--- config.mk ---
export PLATFORM = sky130hd
export DESIGN_NAME = pc_predict_flat
export DESIGN_NICKNAME = d
export VERILOG_FILES = /design/src/rtl/pc_predict_pkg.sv /design/src/rtl/pc_predict_if.sv /design/src/rtl/pc_predict_btb.sv /design/src/rtl/pc_predict.sv /design/src/flat_wrapper.sv
export SDC_FILE = /design/constraint.sdc
export NUM_CORES = 1
export LEC_CHECK = 0
export BUFFER_PORTS_ARGS = -buffer_cell sky130_fd_sc_hd__buf_4
export CORE_MARGIN = 1.5
export CORE_UTILIZATION = 31
export DETAILED_ROUTE_END_ITERATION = 8
export SYNTH_ARGS = -nofsm -noshare
export SYNTH_HDL_FRONTEND = slang
export SYNTH_SLANG_ARGS = --single-unit
--- constraint.sdc ---
create_clock -name clk -period 13.1 [get_ports clk]
set_input_delay 1.31 -clock clk [delete_from_list [all_inputs] [get_ports clk]]
set_output_delay 1.31 -clock clk [all_outputs]
set_load 0.03 [all_outputs]
--- src/rtl/pc_predict_pkg.sv ---
`default_nettype none
// ============================================================================
// Module  : pc_pkg
// Brief   : Shared types and helpers for the fetch-stage PC predictor.
// Rev     : 1.0  initial release
// ============================================================================
package pc_pkg;

  typedef logic [1:0] bim_ctr_t;

  localparam bim_ctr_t CTR_SNT   = 2'b00;
  localparam bim_ctr_t CTR_WNT   = 2'b01;
  localparam bim_ctr_t CTR_WT    = 2'b10;
  localparam bim_ctr_t CTR_ST    = 2'b11;
  localparam bim_ctr_t CTR_ALLOC = CTR_WT;

  function automatic bim_ctr_t sat_update(input bim_ctr_t ctr, input logic taken);
    bim_ctr_t r;
    r = ctr;
    if (taken) begin
      if (ctr != CTR_ST) r = ctr + 2'd1;
    end else begin
      if (ctr != CTR_SNT) r = ctr - 2'd1;
    end
    return r;
  endfunction

endpackage
`default_nettype wire

--- src/rtl/pc_predict_if.sv ---
`default_nettype none
// ============================================================================
// Module  : pc_predict_if
// Brief   : Hazard/execute-side control and prediction outputs of pc_predict.
// Rev     : 1.0  initial release
// ============================================================================
interface pc_predict_if #(
  parameter int XLEN = 32
);

  logic            stall;
  logic            redirect;
  logic [XLEN-1:0] redirect_pc;
  logic            upd_valid;
  logic [XLEN-1:0] upd_pc;
  logic            upd_taken;
  logic [XLEN-1:0] upd_target;
  logic [XLEN-1:0] PC_out;
  logic [XLEN-1:0] inc_PC;
  logic            pred_taken;
  logic [XLEN-1:0] pred_target;

  modport master (
    output stall, redirect, redirect_pc,
    output upd_valid, upd_pc, upd_taken, upd_target,
    input  PC_out, inc_PC, pred_taken, pred_target
  );

  modport slave (
    input  stall, redirect, redirect_pc,
    input  upd_valid, upd_pc, upd_taken, upd_target,
    output PC_out, inc_PC, pred_taken, pred_target
  );

endinterface
`default_nettype wire

--- src/rtl/pc_predict_btb.sv ---
`default_nettype none
// ============================================================================
// Module  : btb
// Brief   : Direct-mapped branch target buffer with 2-bit bimodal counters;
//           one combinational read port, one synchronous update port.
// Rev     : 1.0  initial release
// ============================================================================
module btb
  import pc_pkg::*;
#(
  parameter int XLEN        = 32,
  parameter int BTB_ENTRIES = 16
) (
  input  wire logic            clk,
  input  wire logic            rst_n,
  input  wire logic [XLEN-1:0] i_rd_pc,
  output logic                 o_rd_hit,
  output bim_ctr_t             o_rd_ctr,
  output logic      [XLEN-1:0] o_rd_target,
  input  wire logic            i_wr_en,
  input  wire logic [XLEN-1:0] i_wr_pc,
  input  wire logic            i_wr_taken,
  input  wire logic [XLEN-1:0] i_wr_target
);

  localparam int IW = $clog2(BTB_ENTRIES);
  localparam int TW = XLEN - IW - 2;

  logic [BTB_ENTRIES-1:0] r_valid;
  logic [TW-1:0]          r_tag    [BTB_ENTRIES];
  logic [XLEN-1:0]        r_target [BTB_ENTRIES];
  bim_ctr_t               r_ctr    [BTB_ENTRIES];

  logic [IW-1:0] w_rd_idx;
  logic [TW-1:0] w_rd_tag;
  logic [IW-1:0] w_wr_idx;
  logic [TW-1:0] w_wr_tag;
  logic          w_wr_hit;
  logic          w_alloc;
  logic          w_unused;

  assign w_rd_idx = i_rd_pc[IW+1:2];
  assign w_rd_tag = i_rd_pc[XLEN-1:IW+2];
  assign w_wr_idx = i_wr_pc[IW+1:2];
  assign w_wr_tag = i_wr_pc[XLEN-1:IW+2];
  assign w_unused = ^{i_rd_pc[1:0], i_wr_pc[1:0]};

  // Read port sees pre-edge contents, so a same-cycle update never bypasses.
  assign o_rd_hit    = r_valid[w_rd_idx] && (r_tag[w_rd_idx] == w_rd_tag);
  assign o_rd_ctr    = r_ctr[w_rd_idx];
  assign o_rd_target = r_target[w_rd_idx];

  assign w_wr_hit = r_valid[w_wr_idx] && (r_tag[w_wr_idx] == w_wr_tag);
  assign w_alloc  = i_wr_en && !w_wr_hit && i_wr_taken;

  always_ff @(posedge clk or negedge rst_n) begin
    if (!rst_n) begin
      r_valid <= '0;
    end else if (w_alloc) begin
      r_valid[w_wr_idx] <= 1'b1;
    end
  end

  // Payload arrays carry no reset; an update coinciding with reset is dropped.
  always_ff @(posedge clk) begin
    if (rst_n && i_wr_en) begin
      if (w_wr_hit) begin
        r_ctr[w_wr_idx] <= sat_update(r_ctr[w_wr_idx], i_wr_taken);
        if (i_wr_taken) begin
          r_target[w_wr_idx] <= i_wr_target;
        end
      end else if (i_wr_taken) begin
        r_tag[w_wr_idx]    <= w_wr_tag;
        r_target[w_wr_idx] <= i_wr_target;
        r_ctr[w_wr_idx]    <= CTR_ALLOC;
      end
    end
  end

endmodule
`default_nettype wire

--- src/rtl/pc_predict.sv ---
`default_nettype none
// ============================================================================
// Module  : pc_predict
// Brief   : Fetch-stage PC register, sequential incrementer and BTB-driven
//           next-PC selection with hold and redirect.
// Rev     : 1.0  initial release
// ============================================================================
module pc_predict
  import pc_pkg::*;
#(
  parameter int              XLEN         = 32,
  parameter logic [XLEN-1:0] RESET_VECTOR = '0,
  parameter int              INC          = 4,
  parameter int              BTB_ENTRIES  = 16
) (
  input  wire logic   clk,
  input  wire logic   rst_n,
  pc_predict_if.slave bus
);

  localparam logic [XLEN-1:0] c_INC = XLEN'(INC);

  logic [XLEN-1:0] r_pc;
  logic [XLEN-1:0] w_inc_pc;
  logic [XLEN-1:0] w_next_pc;
  logic            w_rd_hit;
  bim_ctr_t        w_rd_ctr;
  logic [XLEN-1:0] w_rd_target;
  logic            w_pred_taken;
  logic            w_unused;

  btb #(
    .XLEN        (XLEN),
    .BTB_ENTRIES (BTB_ENTRIES)
  ) u_btb (
    .clk         (clk),
    .rst_n       (rst_n),
    .i_rd_pc     (r_pc),
    .o_rd_hit    (w_rd_hit),
    .o_rd_ctr    (w_rd_ctr),
    .o_rd_target (w_rd_target),
    .i_wr_en     (bus.upd_valid),
    .i_wr_pc     (bus.upd_pc),
    .i_wr_taken  (bus.upd_taken),
    .i_wr_target (bus.upd_target)
  );

  // Wraps modulo 2^XLEN; carry out is discarded.
  assign w_inc_pc     = r_pc + c_INC;
  assign w_pred_taken = w_rd_hit && w_rd_ctr[1];
  assign w_unused     = w_rd_ctr[0];

  always_comb begin
    w_next_pc = w_inc_pc;
    if (bus.redirect) begin
      w_next_pc = bus.redirect_pc;
    end else if (bus.stall) begin
      w_next_pc = r_pc;
    end else if (w_pred_taken) begin
      w_next_pc = w_rd_target;
    end
  end

  always_ff @(posedge clk or negedge rst_n) begin
    if (!rst_n) begin
      r_pc <= RESET_VECTOR;
    end else begin
      r_pc <= w_next_pc;
    end
  end

  assign bus.PC_out      = r_pc;
  assign bus.inc_PC      = w_inc_pc;
  assign bus.pred_taken  = w_pred_taken;
  assign bus.pred_target = w_rd_target;

endmodule
`default_nettype wire

--- src/flat_wrapper.sv ---
// flat-port wrapper written by rule: the top's interface ports become plain ports
module pc_predict_flat import pc_pkg::*;
#(
  parameter int              XLEN         = 32,
  parameter logic [XLEN-1:0] RESET_VECTOR = '0,
  parameter int              INC          = 4,
  parameter int              BTB_ENTRIES  = 16
)
  (clk, rst_n, bus_stall, bus_redirect, bus_redirect_pc, bus_upd_valid, bus_upd_pc, bus_upd_taken, bus_upd_target, bus_PC_out, bus_inc_PC, bus_pred_taken, bus_pred_target);
  pc_predict_if #(.XLEN(XLEN)) bus_i ();
  input  wire logic clk;
  input  wire logic rst_n;
  input wire logic [$bits(bus_i.stall)-1:0] bus_stall;
  input wire logic [$bits(bus_i.redirect)-1:0] bus_redirect;
  input wire logic [$bits(bus_i.redirect_pc)-1:0] bus_redirect_pc;
  input wire logic [$bits(bus_i.upd_valid)-1:0] bus_upd_valid;
  input wire logic [$bits(bus_i.upd_pc)-1:0] bus_upd_pc;
  input wire logic [$bits(bus_i.upd_taken)-1:0] bus_upd_taken;
  input wire logic [$bits(bus_i.upd_target)-1:0] bus_upd_target;
  output wire logic [$bits(bus_i.PC_out)-1:0] bus_PC_out;
  output wire logic [$bits(bus_i.inc_PC)-1:0] bus_inc_PC;
  output wire logic [$bits(bus_i.pred_taken)-1:0] bus_pred_taken;
  output wire logic [$bits(bus_i.pred_target)-1:0] bus_pred_target;
  assign bus_i.stall = bus_stall;
  assign bus_i.redirect = bus_redirect;
  assign bus_i.redirect_pc = bus_redirect_pc;
  assign bus_i.upd_valid = bus_upd_valid;
  assign bus_i.upd_pc = bus_upd_pc;
  assign bus_i.upd_taken = bus_upd_taken;
  assign bus_i.upd_target = bus_upd_target;
  assign bus_PC_out = bus_i.PC_out;
  assign bus_inc_PC = bus_i.inc_PC;
  assign bus_pred_taken = bus_i.pred_taken;
  assign bus_pred_target = bus_i.pred_target;
  pc_predict #(.XLEN(XLEN), .RESET_VECTOR(RESET_VECTOR), .INC(INC), .BTB_ENTRIES(BTB_ENTRIES)) u_core (.clk(clk), .rst_n(rst_n), .bus(bus_i));
endmodule
## After elaboration in Yosys (flattened, before gate mapping)

Memory sizes are Yosys's and may differ from the RTL's.
Cells that the tools add are included.

- Input bits: 102
- Memory bits (writable): 960
- Memories kept: 3
- Output and inout port bits: 97
- Flip-flop bits (word level): 48

Memory list:

| memory | depth | width | rd ports | clocked after memory_dff | write ports | RTL line | RTL |
|---|---|---|---|---|---|---|---|
| u_core.u_btb.r_target | 16 | 32 | 1 | 0 | 1 | pc_predict_btb.sv:31 | `logic [XLEN-1:0] r_target [BTB_ENTRIES];` |
| u_core.u_btb.r_tag | 16 | 26 | 2 | 0 | 1 | pc_predict_btb.sv:30 | `logic [TW-1:0] r_tag [BTB_ENTRIES];` |
| u_core.u_btb.r_ctr | 16 | 2 | 2 | 0 | 1 | pc_predict_btb.sv:32 | `bim_ctr_t r_ctr [BTB_ENTRIES];` |

- Bitwise operators: 3
- Add/subtract/negate cells: 3
- Magnitude comparators: 3
- Multiplexer cells: 26
- Reductions and logical operators: 9
- Equality and inequality tests: 4

Operator list:

| cell | number |
|---|---|
| $mux 32 | 4 |
| $eq 26x26->1 | 2 |
| $add 32x3->32 const B | 1 |
| $or 16x16->16 | 1 |
| $mux 1 | 13 |
| $mux 2 | 6 |
| $lt 4x5->1 const B | 2 |
| $bmux 1 s4 | 2 |
| $logic_and 1x1->1 | 7 |
| $demux 1 s4 | 1 |
| $ge 4x1->1 const B | 1 |
| $add 2x1->2 const B | 1 |
| $ne 2x1->1 const B | 1 |
| $ne 2x2->1 const B | 1 |
| $or 1x1->1 | 2 |
| $reduce_bool 2->1 | 1 |
| $sub 2x1->2 const B | 1 |
| $logic_not 1->1 | 1 |

## Logic depth before layout (Yosys ltp)

- Depth in word-level cells: 7
- Depth in mapped cells: 15
- Depth with buffers taken out: 9

## Cells and area by module

Synthesis repeated with hierarchy kept, for this count alone.

- Cell total of the unflattened synthesis: 2297
- Area total of the unflattened synthesis: 44555.2 um^2

Modules (own cells, without submodules):

| module | area each (um^2) | instances | seq. area each (um^2) | cells an instance |
|---|---|---|---|---|
| btb | 41836.4 | 1 | 29228.0 | 1964 |
| pc_predict | 2718.9 | 1 | 800.8 | 333 |

## Worst setup path before layout

Ideal clock, no wire load.

- Path type: input port to flip-flop
- From: input port bus_upd_pc[3]
- To: memory u_core.u_btb.r_tag[10][0] in the netlist's numbering (enable)
- Setup slack: 7060 ps
- Setup time: 442 ps
- Arrival: 5599 ps
- Buffers on the path: 5
- Stages on the path: 12
- Cell sequence: clkbuf_1 clkbuf_1 clkbuf_1 mux4_2 mux4_2 xnor2_1 nand4_1 nor3_1 and2_1 buf_4 buf_2 nor3_1

- Word-level cells in the longest chain between the ends: 6
- Elaborated cells on any way between the ends: 8
- Classes of those cells: eq/ne (1); mux (5); reduce/logical (1); memory (1)

Ends and longest elaborated chain:

| element | RTL line | RTL |
|---|---|---|
| start: declaration | flat_wrapper.sv:17 | `input wire logic [$bits(bus_i.upd_pc)-1:0] bus_upd_pc;` |
| $mem_v2 16x26 or $bmux 1 s4 (tied branches) | n/a |  |
| $eq 26x26->1 or $mux 1 (tied branches) | pc_predict_btb.sv:53 | `assign w_wr_hit = r_valid[w_wr_idx] && (r_tag[w_wr_idx] == w_wr_tag);` |
| $logic_and 1x1->1 | pc_predict_btb.sv:53 |  |
| $mux 1 | pc_predict_btb.sv:67 | `if (w_wr_hit) begin` |
| $mux 1 | pc_predict_btb.sv:66 | `if (rst_n && i_wr_en) begin` |
| $mux 1 (not written as such) | pc_predict_btb.sv:73 | `r_tag[w_wr_idx] <= w_wr_tag;` |
| end: declaration | pc_predict_btb.sv:30 |  |

Parallel ways exist; a longest one is shown, timed or not. The select of a mux whose other input is x is not followed.

## Final worst setup path

- From: register u_core.r_pc[2] (netlist: u_core.bus.PC_out[2])
- To: output port bus_pred_taken

- Word-level cells in the longest chain between the ends: 4
- Elaborated cells on any way between the ends: 7
- Classes of those cells: eq/ne (1); mux (2); reduce/logical (2); memory (2)

Ends and longest elaborated chain:

| element | RTL line | RTL |
|---|---|---|
| start: declaration | pc_predict.sv:23 | `logic [XLEN-1:0] r_pc;` |
| start signal: assignment | pc_predict.sv:68 | `r_pc <= w_next_pc;` |
| $mem_v2 16x26 or $bmux 1 s4 (tied branches) | n/a |  |
| $eq 26x26->1 or $mux 1 (tied branches) | pc_predict_btb.sv:49 | `assign o_rd_hit = r_valid[w_rd_idx] && (r_tag[w_rd_idx] == w_rd_tag);` |
| $logic_and 1x1->1 | pc_predict_btb.sv:49 |  |
| $logic_and 1x1->1 (*) | pc_predict.sv:50 | `assign w_pred_taken = w_rd_hit && w_rd_ctr[1];` |
| end: declaration | flat_wrapper.sv:22 | `output wire logic [$bits(bus_i.pred_taken)-1:0] bus_pred_taken;` |

Mark *: on every way between the ends. The rest lies on a longest branch, timed or not. The select of a mux whose other input is x is not followed.

==> results.md <==
- RSZ-0062 raised after global routing: false
- DRT Pass-1 Iters: 6
- Register area share after synthesis: around two thirds
- Slowest cell on the critical path: dfrtp_4
- Post-synthesis cell type count: 70
- Placeable Area: approximately 0.14 sq mm
- Largest net degree at the start of global routing: between 100 and 150
- Pre-CTS setup slack: around 5600 ps
- Fmax: roughly 140 MHz
- Starting Density: approximately a third
- Req. time, crit path: approximately 12,000 ps
- WP data arrival: 5620 ps
- Cell Pwr Density: around 150 mW/mm^2
- Post-route DRC: 0
- CTS Buffer Depth: 3
- Top cells by area, synth: edfxtp_1, mux4_2, dfrtp_1, mux2i_1, xnor2_1
- Top cells by count, synth: edfxtp_1, mux4_2, nand2_1, clkbuf_1, xnor2_1
- Post-synthesis register bit count: just over 1,000
- Area growth, synth to finish: 16.3%
- Buf/Inv on CP: 2
- Chip Width: 382 um
- Storage cell area: between 0.03 and 0.04 sq mm
- Vias after detailed routing: 24,900
- Routed WL: ~130 mm
- Net Count, Synth: between 2,000 and 2,500
- Mapped Cells: approximately 2,300
- Final core occ: 36.4%
- Fill cell count: about 13,000
- Worst skew pair latency: ~690 ps
- Die Y-Extent: around 380 um
- Number of flops mapped to enable cells by yosys: between 900 and 1,000
- Peak supply drop: ~0.14 mV
- PortBufs: between 150 and 200
- Multi-input gate area: around 0.014 sq mm
- Crit Path Max Fanout: 93
- DR vias/cell: around 5.6
- Worst slew margin: approximately 16%
- Ys flop type: edfxtp_1
- Initial antenna violation count: 14
- Min Tclk post-route: between 6000 and 7000 ps
- Cell taking the most area after synthesis: edfxtp_1
- Ys async rst share: under 10%
- Final hold violation count: 0
- Max-Cap Viols: 0
- GRT Util Overall: approximately 18%
- Fin Clk Skew: ~46 ps
- Setup Viol. Count Final: 0
- Syn avg cell area: slightly below 20 sq um
- Worst Path Class, Setup: reg -> out
- CTS clk-pin slew, worst paths: approximately 70 ps
- Slew Limit Fails: 0
- CTS tree: yes
- CP top delay family: simple AND/OR/NAND/NOR gates
- Synth Cell Area: around 0.044 sq mm
- DP HPWL: 79.0 mm
- Setup TNS: 0 ps
- Worst setup EP type: output pin
- Ratio of cells with drive above 1 in the final layout: 33.9%
- Crit-path cells: buf_12 > mux4_2 > and4_1 > a2111oi_0 > nand3_1 > o21ai_0 > or4b_1 > nor3_1 > buf_4
- Outcome: finished, final reports clean
- CTS H-tree lvls: 3
- Final period util: a little over half
- Total power: between 7 and 8 mW
- Placed Instance Area: 0.0482 sq mm
- Full die area: between 0.1 and 0.15 sq mm
- CTS Sinks: ~1,000
- Wire per inst: between 30 and 40 um
- Design area: around 0.052 sq mm
- CTS Hold Bufs: 0
- Row count: around 140
- Vias in the first global route: 24,700
- First-pass GRT wire length: approximately 190 mm
- Clock buffer count from CTS: just under 100
- Final GP Congestion: ~0.85
- IO Pins: a little under 200
- Post-CTS resize count: 0
- Largest stage delay, worst path: about 870 ps
- Worst setup margin: 6170 ps
- Post-synth top area share: between 60% and 70%
- Lkg Pwr: roughly 16 nW
- DRT antenna net count: 0
- Min-delay worst type: reg -> reg
- Number of post-CTS setup repair buffers: 0
- Violation count after the first detailed-route iteration: around 3,500
- Yosys warns: 0
- Gr ovfl total: 0
- Nets: roughly 2,600
- Most frequent cell after synthesis: edfxtp_1
- Crit path launch type: flip-flop
- Worst slew pin tran: roughly 1300 ps
- Root Driver: clkbuf_16
==> placed cells by master, fill, tap and decap left out, types with 11 or more instances in the layout <==
cell,Yosys,layout
nand3_1,23,23
nor2_4,0,17
clkinv_1,0,11
and4_1,12,12
a21oi_1,30,30
nor2b_1,13,13
mux2i_1,57,57
edfxtp_1,960,960
nor2_1,58,41
nand4_1,34,34
nor3_2,1,17
buf_4,16,255
inv_1,18,18
or3_1,27,27
nor3_1,28,12
clkbuf_16,0,100
bufinv_16,0,19
a31oi_1,30,30
o21ai_0,30,30
clkbuf_1,81,18
a22oi_1,12,12
nor4_1,30,30
xnor2_1,65,65
mux4_2,393,393
nand2_1,135,134
dfrtp_1,48,44
clkinv_2,0,17
==> logic make-up (layout without fill, tap and decap cells) <==
group                      after synthesis  after routing  synth area share, %
muxes                                  461            461                 21.5
buffers and inverters                  194            461                 2.16
DFF                                   1008           1008                 67.5
and+or+nand+nor                        390            390                 4.44
xor gates and xnor gates                75             75                 1.48
AOI/OAI and AO/OA                      183            183                 2.91
other                                    0              1                    0
adders and majority gates                1              1               0.0281
==> worst register-to-register path, cell delays in order, from the launching register on <==
cell	delay (ps)
dfrtp_4	870
buf_12	520
mux4_2	850
mux4_2	540
xnor2_1	570
and4b_1	330
and4_1	1000
a311oi_1	210
or3_1	420
==> cell type report <==
type | instances | share of cell area (%)
repair buffers | 261 | 3.90
multi-input cells | 1110 | 26.5
inverters | 19 | 0.138
well taps | 1890 | 4.57
clock inverters | 61 | 1.78
diodes | 1 | 0.00484
clock buffers | 120 | 5.02
flip-flops and latches | 1008 | 58.1
==> per-layer routing <==
metal	global-route usage, %	vias up	routed length, um
met5	0	-	154
met3	6.16	168	15100
li1	-	10100	-
met2	27.4	1218	60700
met4	3.73	22	2590
met1	25.5	13400	56400
==> state kept, by name, summed over array words and instances, names as in the netlist <==
| name | flops |
|---|---|
| u_core.u_btb.r_target | 512 |
| u_core.bus.PC_out | 32 |
| u_core.u_btb.r_tag | 416 |
| u_core.u_btb.r_valid | 16 |
| u_core.u_btb.r_ctr | 32 |
==> metrics by stage <==
stage                     cells  hold slack [ps]
after floorplan            2312              453
after global placement     4288              477
after detailed placement   4288              485
after CTS                  4469              500
after global routing       4469              523
final                      4470              501
==> worst paths after layout <==
path / end / slack [ps] / startpoint / cells after the start
min in group asynchronous: u_core.bus.PC_out[0]$_DFFE_PN0P_ / 850 / rst_n / 2
max in group asynchronous: u_core.bus.PC_out[4]$_DFFE_PN0P_ / 11590 / rst_n / 2
min reg2reg: u_core.u_btb.r_valid[4]$_DFFE_PN0P_ / 500 / u_core.u_btb.r_valid[4]$_DFFE_PN0P_ / 1
max: bus_pred_taken / 6170 / u_core.bus.PC_out[2]$_DFFE_PN0P_ / 9
min: u_core.u_btb.r_valid[4]$_DFFE_PN0P_ / 500 / u_core.u_btb.r_valid[4]$_DFFE_PN0P_ / 1
max reg2reg: u_core.bus.PC_out[0]$_DFFE_PN0P_ / 7670 / u_core.bus.PC_out[2]$_DFFE_PN0P_ / 8
==> report_power, final <==
part / switching [mW] / total, mW / internal (mW)
clock network: 1.27 / 3.07 / 1.80
registers: 0.0728 / 3.64 / 3.57
logic: 0.621 / 1.04 / 0.423
total: 1.96 / 7.76 / 5.80
No activity file was read; power rests on OpenSTA's default activity.
